==> src/rtl/bcd_pkg.sv <==
// Shared types and helpers for the BCD <-> binary converter pair.
// Latency: n/a (declarations only).
// Backpressure: n/a.
package bcd_pkg;

    typedef enum logic [1:0] {
        IDLE = 2'd0,
        CONV = 2'd1,
        DONE = 2'd2
    } bcd_bi_state_e;

    localparam logic [3:0] BCD_DIGIT_MAX = 4'd9;

    // Smallest binary width able to hold 10^digits - 1.
    function automatic int bcd_bin_width(input int digits);
        longint unsigned max_v;
        int              w;
        max_v = 64'd1;
        for (int i = 0; i < digits; i++) begin
            max_v = max_v * 64'd10;
        end
        max_v = max_v - 64'd1;
        w = 1;
        for (int i = 1; i < 64; i++) begin
            if ((64'd1 << i) <= max_v) begin
                w = i + 1;
            end
        end
        return w;
    endfunction

endpackage

==> src/rtl/bcd_mac10.sv <==
// Combinational acc*10 + digit step, with an out-of-range digit flag.
// Latency: 0 cycles (pure combinational).
// Backpressure: none; the caller decides when to register the result.
module bcd_mac10
    import bcd_pkg::*;
#(
    parameter int BIN_W = 32
) (
    input  logic [BIN_W-1:0] acc,
    input  logic [3:0]       digit,
    output logic [BIN_W-1:0] next_acc,
    output logic             digit_bad
);

    // Shift-and-add multiply by ten; bad digits still accumulate at raw value.
    always_comb begin
        next_acc  = (acc << 3) + (acc << 1) + BIN_W'(digit);
        digit_bad = (digit > BCD_DIGIT_MAX);
    end

endmodule

==> src/rtl/bcd_bi.sv <==
// Sequential BCD-to-binary converter, one digit per cycle, MS digit first.
// Latency: DIGITS cycles from input accept to out_valid; DIGITS+2 cycles per word.
// Backpressure: result held in DONE until out_ready; in_ready low outside IDLE.
module bcd_bi
    import bcd_pkg::*;
#(
    parameter int DIGITS = 8,
    parameter int BIN_W  = 32
) (
    input  logic                  clk,
    input  logic                  rst_n,
    input  logic [4*DIGITS-1:0]   bcd_in,
    input  logic                  in_valid,
    output logic                  in_ready,
    output logic [BIN_W-1:0]      bin_out,
    output logic                  bin_err,
    output logic                  out_valid,
    input  logic                  out_ready
);

    localparam int SR_W  = 4 * DIGITS;
    localparam int CNT_W = (DIGITS > 1) ? $clog2(DIGITS) : 1;

    // Reject parameterisations that could silently overflow.
    if (DIGITS < 1 || DIGITS > 9) begin : g_bad_digits
        $error("bcd_bi: DIGITS must be in 1..9");
    end
    if (BIN_W < bcd_bin_width(DIGITS)) begin : g_bad_width
        $error("bcd_bi: BIN_W too narrow for DIGITS");
    end

    bcd_bi_state_e    state_q, state_d;
    logic [BIN_W-1:0] acc_q, acc_d;
    logic [SR_W-1:0]  sr_q, sr_d;
    logic [CNT_W-1:0] cnt_q, cnt_d;
    logic             err_q, err_d;

    logic [BIN_W-1:0] mac_acc;
    logic             mac_bad;

    bcd_mac10 #(
        .BIN_W (BIN_W)
    ) u_mac10 (
        .acc       (acc_q),
        .digit     (sr_q[SR_W-1 -: 4]),
        .next_acc  (mac_acc),
        .digit_bad (mac_bad)
    );

    // Next-state: load in IDLE, fold one digit per CONV cycle, hold in DONE.
    always_comb begin
        state_d = state_q;
        acc_d   = acc_q;
        sr_d    = sr_q;
        cnt_d   = cnt_q;
        err_d   = err_q;
        case (state_q)
            IDLE: begin
                if (in_valid) begin
                    sr_d    = bcd_in;
                    acc_d   = '0;
                    err_d   = 1'b0;
                    cnt_d   = CNT_W'(DIGITS - 1);
                    state_d = CONV;
                end
            end
            CONV: begin
                acc_d = mac_acc;
                sr_d  = sr_q << 4;
                err_d = err_q | mac_bad;
                if (cnt_q == '0) begin
                    state_d = DONE;
                end else begin
                    cnt_d = cnt_q - CNT_W'(1);
                end
            end
            DONE: begin
                if (out_ready) begin
                    state_d = IDLE;
                end
            end
            default: state_d = IDLE;
        endcase
    end

    // State registers; reset aborts any conversion in flight.
    always_ff @(posedge clk or negedge rst_n) begin
        if (!rst_n) begin
            state_q <= IDLE;
            acc_q   <= '0;
            sr_q    <= '0;
            cnt_q   <= '0;
            err_q   <= 1'b0;
        end else begin
            state_q <= state_d;
            acc_q   <= acc_d;
            sr_q    <= sr_d;
            cnt_q   <= cnt_d;
            err_q   <= err_d;
        end
    end

    // Outputs decode registered state only; an errored word reads as zero.
    always_comb begin
        in_ready  = (state_q == IDLE);
        out_valid = (state_q == DONE);
        bin_out   = (out_valid && !err_q) ? acc_q : '0;
        bin_err   = out_valid & err_q;
    end

endmodule

==> config.mk <==
export PLATFORM = sky130hd
export DESIGN_NAME = bcd_bi
export DESIGN_NICKNAME = d
export VERILOG_FILES = /design/src/rtl/bcd_pkg.sv /design/src/rtl/bcd_mac10.sv /design/src/rtl/bcd_bi.sv
export SDC_FILE = /design/constraint.sdc
export NUM_CORES = 1
export LEC_CHECK = 0
export ABC_AREA = 1
export CORE_UTILIZATION = 45
export CTS_CLUSTER_DIAMETER = 50
export DETAILED_ROUTE_END_ITERATION = 8
export GPL_TIMING_DRIVEN = 0
export PLACE_DENSITY = 0.74
export RECOVER_POWER = 50
export SYNTH_ARGS = -nofsm -noshare
export SYNTH_HDL_FRONTEND = slang
export SYNTH_SLANG_ARGS = --single-unit
==> constraint.sdc <==
create_clock -name clk -period 3.5 [get_ports clk]
set_input_delay 0.7 -clock clk [delete_from_list [all_inputs] [get_ports clk]]
set_output_delay 0.7 -clock clk [all_outputs]
set_load 0.01 [all_outputs]
Word level (Yosys, flattened, before mapping)
Index checks and enable logic that the tools add are counted.
{"block": "totals", "ff_bits": 70, "inputBits": 36, "out_inout_bits": 35, "word_cells": 39}
{"block": "op_classes", "add_sub_neg": 3, "magnitude_cmp": 1, "eq_ne": 6, "muxes": 14, "bitwise_logic": 2, "n_reduce_logical": 8}
{"cell": "case mux 32 bit (2 select lines)", "n": 2}
{"cell": "2-to-1 mux 32 bit", "n": 3}
{"cell": "adder 32 bit", "n": 1}
{"cell": "adder 32 x 4 -> 32 bit", "n": 1}
{"cell": "2-to-1 mux 2 bit", "n": 3}
{"cell": "2-to-1 mux 3 bit", "n": 2}
{"cell": "!= test 2 bit (second input constant)", "n": 3}
{"cell": "case mux 2 bit (3 select lines)", "n": 1}
{"cell": "case mux 3 bit (2 select lines)", "n": 1}
{"cell": "AND reduction 3 bit", "n": 2}
{"cell": "greater-than comparator 4 bit (second input constant)", "n": 1}
{"cell": "logical NOT 3 bit", "n": 1}
{"cell": "subtractor 3 x 1 -> 3 bit (second input constant)", "n": 1}
{"cell": "equality test 2 x 1 -> 1 bit (second input constant)", "n": 1}
{"cell": "equality test 2 bit (second input constant)", "n": 1}
{"cell": "logical NOT 2 bit", "n": 1}
{"cell": "!= test 2 x 1 -> 1 bit (second input constant)", "n": 1}
{"cell": "case mux 1 bit (2 select lines)", "n": 1}
{"cell": "AND reduction 2 bit", "n": 1}
{"cell": "nonzero test 2 bit", "n": 1}
{"cell": "AND 1 bit", "n": 1}
{"cell": "logical AND 1 bit", "n": 1}
{"cell": "logical NOT 1 bit", "n": 1}
{"cell": "2-to-1 mux 1 bit", "n": 1}
{"cell": "bitwise OR 1 bit", "n": 1}

Logic depth before layout (Yosys ltp)
{"block": "logic_depth", "depth_word": 3, "ltp_mapped": 15, "ltp_nobuf": 15}

Modules after synthesis
A second synthesis with hierarchy kept.
{"block": "hier_totals", "cells_unflattened": 958, "hier_area_um2": 6038.3}
{"module": "bcd_bi", "instances": 1, "cells_per_inst": 474, "area_each_um2": 3410.8, "seq_area_each_um2": 1751.7}
{"module": "bcd_mac10", "instances": 1, "cells_per_inst": 484, "area_each_um2": 2627.5, "seq_area_each_um2": 0.0}

Least setup slack after synthesis
OpenSTA, ideal clock, no wires.
{"block": "synth_timing", "path_type": "reg2reg", "from": "reg acc_q[0]", "to": "reg acc_q[26]", "setup_ns": 0.117, "arrival_time_ns": 2.151, "required_time_ns": 3.383, "setup_slack_ns": 1.232, "stages_incl_launch_ff": 15, "n_path_buf": 0, "period_less_slack_ns": 2.268, "cell_sequence": "dfrtp_1 inv_1 fa_1 inv_1 fa_1 nand3_1 nand3_2 nand2_1 nand2_1 nand2_1 nand2_1 nand2_1 nand3_1 nand3_1 nand2_1"}
{"block": "synth_between", "elab_chain_cells": 3}
{"item": "from (decl)", "line": "bcd_bi.sv:33", "rtl": "logic [BIN_W-1:0] acc_q, acc_d;"}
{"item": "from (signal assigned)", "line": "bcd_bi.sv:90", "rtl": "acc_q <= '0;"}
{"item": "from (signal assigned)", "line": "bcd_bi.sv:96", "rtl": "acc_q <= acc_d;"}
{"item": "adder 32 bit", "line": "bcd_mac10.sv:17", "rtl": "next_acc = (acc << 3) + (acc << 1) + BIN_W'(digit);"}
{"item": "adder 32 x 4 -> 32 bit", "line": "bcd_mac10.sv:17"}
{"item": "case mux 32 bit (2 select lines)", "line": "bcd_bi.sv:57", "rtl": "case (state_q)"}
No other way between the ends.
A chain may end at the register's enable or synchronous reset.

Final worst setup path
{"block": "layout_timing", "from": "reg state_q[1]", "to": "out bin_out[16]"}
{"block": "layout_between", "elab_chain_cells": 3}
{"item": "from (decl)", "line": "bcd_bi.sv:32", "rtl": "bcd_bi_state_e state_q, state_d;"}
{"item": "from (signal assigned)", "line": "bcd_bi.sv:95", "rtl": "state_q <= state_d;"}
{"item": "equality test 2 bit", "line": "bcd_bi.sv:106", "rtl": "out_valid = (state_q == DONE);"}
{"item": "logical AND 1 bit", "line": "bcd_bi.sv:107", "rtl": "bin_out = (out_valid && !err_q) ? acc_q : '0;"}
{"item": "2-to-1 mux 32 bit", "line": "bcd_bi.sv:107"}
{"item": "to (decl)", "line": "bcd_bi.sv:15", "rtl": "output logic [BIN_W-1:0] bin_out,"}
No other way between the ends.

==> impl.org <==
** Clock network
- Post-cts sizing count :: 0
- Clk pin slew, worst setup/hold paths :: about 0.06 ns
- Post-CTS repair timing setup buffer count :: 0
- Buffers inserted during clock tree synthesis total 9.
- The tree built by TritonCTS fans out to 70 sinks.
- The H-tree generated during clock tree synthesis spans 3 levels.
- Insertion delay of the later-clocked pin in the worst-skew pair :: around 0.36 ns
- The tree is rooted in a clkbuf_16.
- Clock tree from TritonCTS :: yes
- Hold Buf Count CTS :: 0
- Maximum clock insertion buffer count :: 2

** Global routing
- The number of antenna violations at the first check in global routing was 0.
- In the global route stage, overall resource usage came out at roughly 25%.
- Global route total overflow :: 0
- The via count of the first global-routing pass is 5328.
- Pin count of the biggest net entering global routing :: 55
- The first global-routing pass estimated ~25000 um of wire.

** Yosys
- After synthesis, the largest family of logic cells by area is simple AND/OR/NAND/NOR gates.
- After synthesis, the share of flip-flops with an asynchronous set or reset is 100%.
- The commonest cells after synthesis are nand2_1 (259), inv_1 (157), nor2_1 (78), dfrtp_1 (70), ha_1 (60).
- Measured against the total synthesized area, the mux share comes to 0%.
- Synthesized flop and latch total :: 70
- Simple-gate share of the synthesized area :: 28.0%
- Instance count of the mapped netlist :: roughly 850
- Compound-gate portion of the synthesized area :: between 10 and 15%
- Among all cell types in the netlist, the one instantiated most often is nand2_1.
- The number of nets handed over by synthesis was roughly 950.
- Xor/xnor share of the synthesized area :: 0.773%
- Prevailing post-synth register cell :: dfrtp_1
- Cell type contributing the most total cell area after synthesis :: dfrtp_1
- Proportion of netlist area held by the largest area contributor :: between 30% and 40%
- Warning count from the yosys run :: 0
- The synthesized netlist devotes between 10% and 20% of its cell area to adder and majority cells.
- Post-synthesis sequential area ratio :: a little under a third
- Number of flops mapped to enable cells by yosys :: 0
- In this run the cell area of the synthesized design comes to 5660 um2.
- Ranked by total cell area, the synthesized netlist is headed by dfrtp_1 (31%), nand2_1 (17%), ha_1 (13%).
- Netlist cell types :: 34
- A synthesized cell averages 6.68 um2.

** Finish
- The repair_antennas step left the layout with diodes totalling 0.
- Fill cells in the final layout number approximately 1200.
- The net count of the finished layout is between 1000 and 1500.
- Share of layout cells above drive strength 1 :: under 10%
- Growth of design area from synthesis to finish :: 20.8%

** Job
- Maximum Capacitance Violations :: 0

** STA
- Across all setup checks in the final design, the least slack found is between 0.3 and 0.4 ns.
- Slew at the pin closest to its max-slew limit :: 1.34 ns
- Based on the critical path, the design can be clocked at up to approximately 320 MHz.
- Setup repair after global routing left no endpoint under its margin.
- Share of the clock period used by the worst path after layout :: approximately nine tenths
- Final period demand of the worst path :: between 3 and 4 ns
- Relative slew margins :: 11.0%
- The count of final max-slew check failures was 0.
- Final Hold Vio Count :: 0
- Worst Clk Skew :: 0.00971 ns
- Setup violations remaining at the end of the flow were counted as 0.

** Drt
- Dividing the detail-routed wire length by the instance count gives approximately 13 um.
- Post-Route WL :: between 10000 and 15000 um
- Dividing the detail-routed via count by the number of cells gives 4.95.
- In this run the remaining antenna-violating nets after routing total 0.
- Before antenna repair, the detailed router went through 5 iterations.
- For this block, the initial DRC count from the detailed router was about 340.
- Total via count after detailed routing :: approximately 5500
- DRC Markers :: 0

** Setup path
- Critical Path Sink Type :: output pin
- Critical R2R Capture :: acc_q[18]$_DFFE_PN0P_
- The critical path ends at bin_out[16].
- Source of the critical timing path :: state_q[1]$_DFFE_PN0P_
- Measured in cells, the most critical reg-to-reg path has a length of 12.
- At the worst endpoint, the required time is around 2.8 ns.
- The worst register-to-register path begins at acc_q[0]$_DFFE_PN0P_.
- Along the worst path, the maximum fanout reaches 10.
- The worst setup path is launched from a flip-flop.
- STA puts the critical path data arrival time at between 2 and 2.5 ns.
- The setup check on the worst reg-to-reg path leaves a slack of 0.88 ns.
- Critical setup path kind :: flip-flop to output pin

** Placed design
- Pre-CTS setup slack :: ~0.8 ns
- After legalization and detailed placement, the total HPWL measured 11600 um.
- Global placer's final weighted congestion :: approximately 0.95
- During placement, the flow inserted port buffers numbering 70.

** Worst hold path
- Path class of the lowest-slack min-delay path :: flip-flop to flip-flop
- Hold-critical path depth :: 1
- Hold wc startpoint :: cnt_q[0]$_DFFE_PN0P_

** Floorplan
- The die covers around 13000 um2.
- Overall die width :: between 100 and 150 um
- Starting density of the core :: a little under half
- 71 I/O pins were placed.
- Std cell rows :: 40
- Core Box Area :: about 12000 um2
- Die H :: around 110 um

** Outcome
- The run finished with clean final reports.
-- layer usage --
metal,track usage (%),vias up,wire length (um)
met5,0,-,0
met4,11.3,0,391
li1,-,2829,-
met3,3.65,25,730
met1,32.6,2454,6920
met2,40.5,150,6640
-- cells in the final DEF, fill, tap and decap left out, types with 2 or more instances in the layout --
cell type,n
nand2_1,260
ha_1,60
clkdlybuf4s50_1,68
xor2_1,2
nand2_2,2
o21ai_0,52
o211ai_1,27
inv_2,3
xnor2_1,3
and2_1,4
a21oi_1,32
inv_6,4
nor2_2,4
nand3_1,35
o21ai_1,10
nor2_1,78
nand4_1,4
dfrtp_1,70
buf_2,7
o22ai_1,5
clkbuf_1,12
fa_1,2
clkbuf_16,9
inv_1,159
nor3_1,6
-- registers in the layout (all words and copies together) (netlist names) --
register,count
acc_q,32
sr_q,32
cnt_q,3
state_q,2
err_q,1
-- per-stage QoR --
stage	cell area, um2	hold slack, ns	util (%)	setup TNS [ns]	cells
after floorplan	5660	0.404	-	0	848
after global placement	6580	0.454	54.1	-54.84	1086
after detailed placement	6600	0.460	54.3	0	1087
after CTS	6900	0.220	56.7	0	1103
after global routing	6840	0.491	56.3	0	1103
final	6840	0.462	56.3	0	1103
-- worst min-delay path by stage --
stage	to	slack, ns
after floorplan	acc_q[0]$_DFFE_PN0P_	0.40
after global placement	cnt_q[0]$_DFFE_PN0P_	0.45
after detailed placement	cnt_q[0]$_DFFE_PN0P_	0.46
after CTS	acc_q[14]$_DFFE_PN0P_	0.22
after global routing	cnt_q[0]$_DFFE_PN0P_	0.49
final	cnt_q[0]$_DFFE_PN0P_	0.46
-- logic make-up after synthesis --
family                     Yosys count
AOI/OAI and AO/OA                  133
xor gates and xnor gates             5
adders and majority gates           62
buffers and inverters              183
DFF                                 70
and+or+nand+nor                    395
-- area by class of cell --
type / instances / area [um2] / area share (%)
multi-input cells: 595 / 3180 / 46.4
flip-flops and latches: 70 / 1750 / 25.6
well taps: 168 / 210 / 3.07
plain buffers: 21 / 98.8 / 1.44
inverters: 162 / 608 / 8.89
clock buffers: 9 / 225 / 3.29
clock inverters: 7 / 71.3 / 1.04
repair buffers: 71 / 699 / 10.2
-- critical path, stage by stage, from the launching register on --
cell and delay, ns:
dfrtp_1 0.41, inv_1 0.09, nor2_1 0.13, nand2_1 0.23, clkbuf_1 0.35, nor2_1 0.28
clkdlybuf4s50_1 0.58
Power is not shown: default switching activity piles up to over one toggle a cycle in this logic, so the estimate is an artifact.
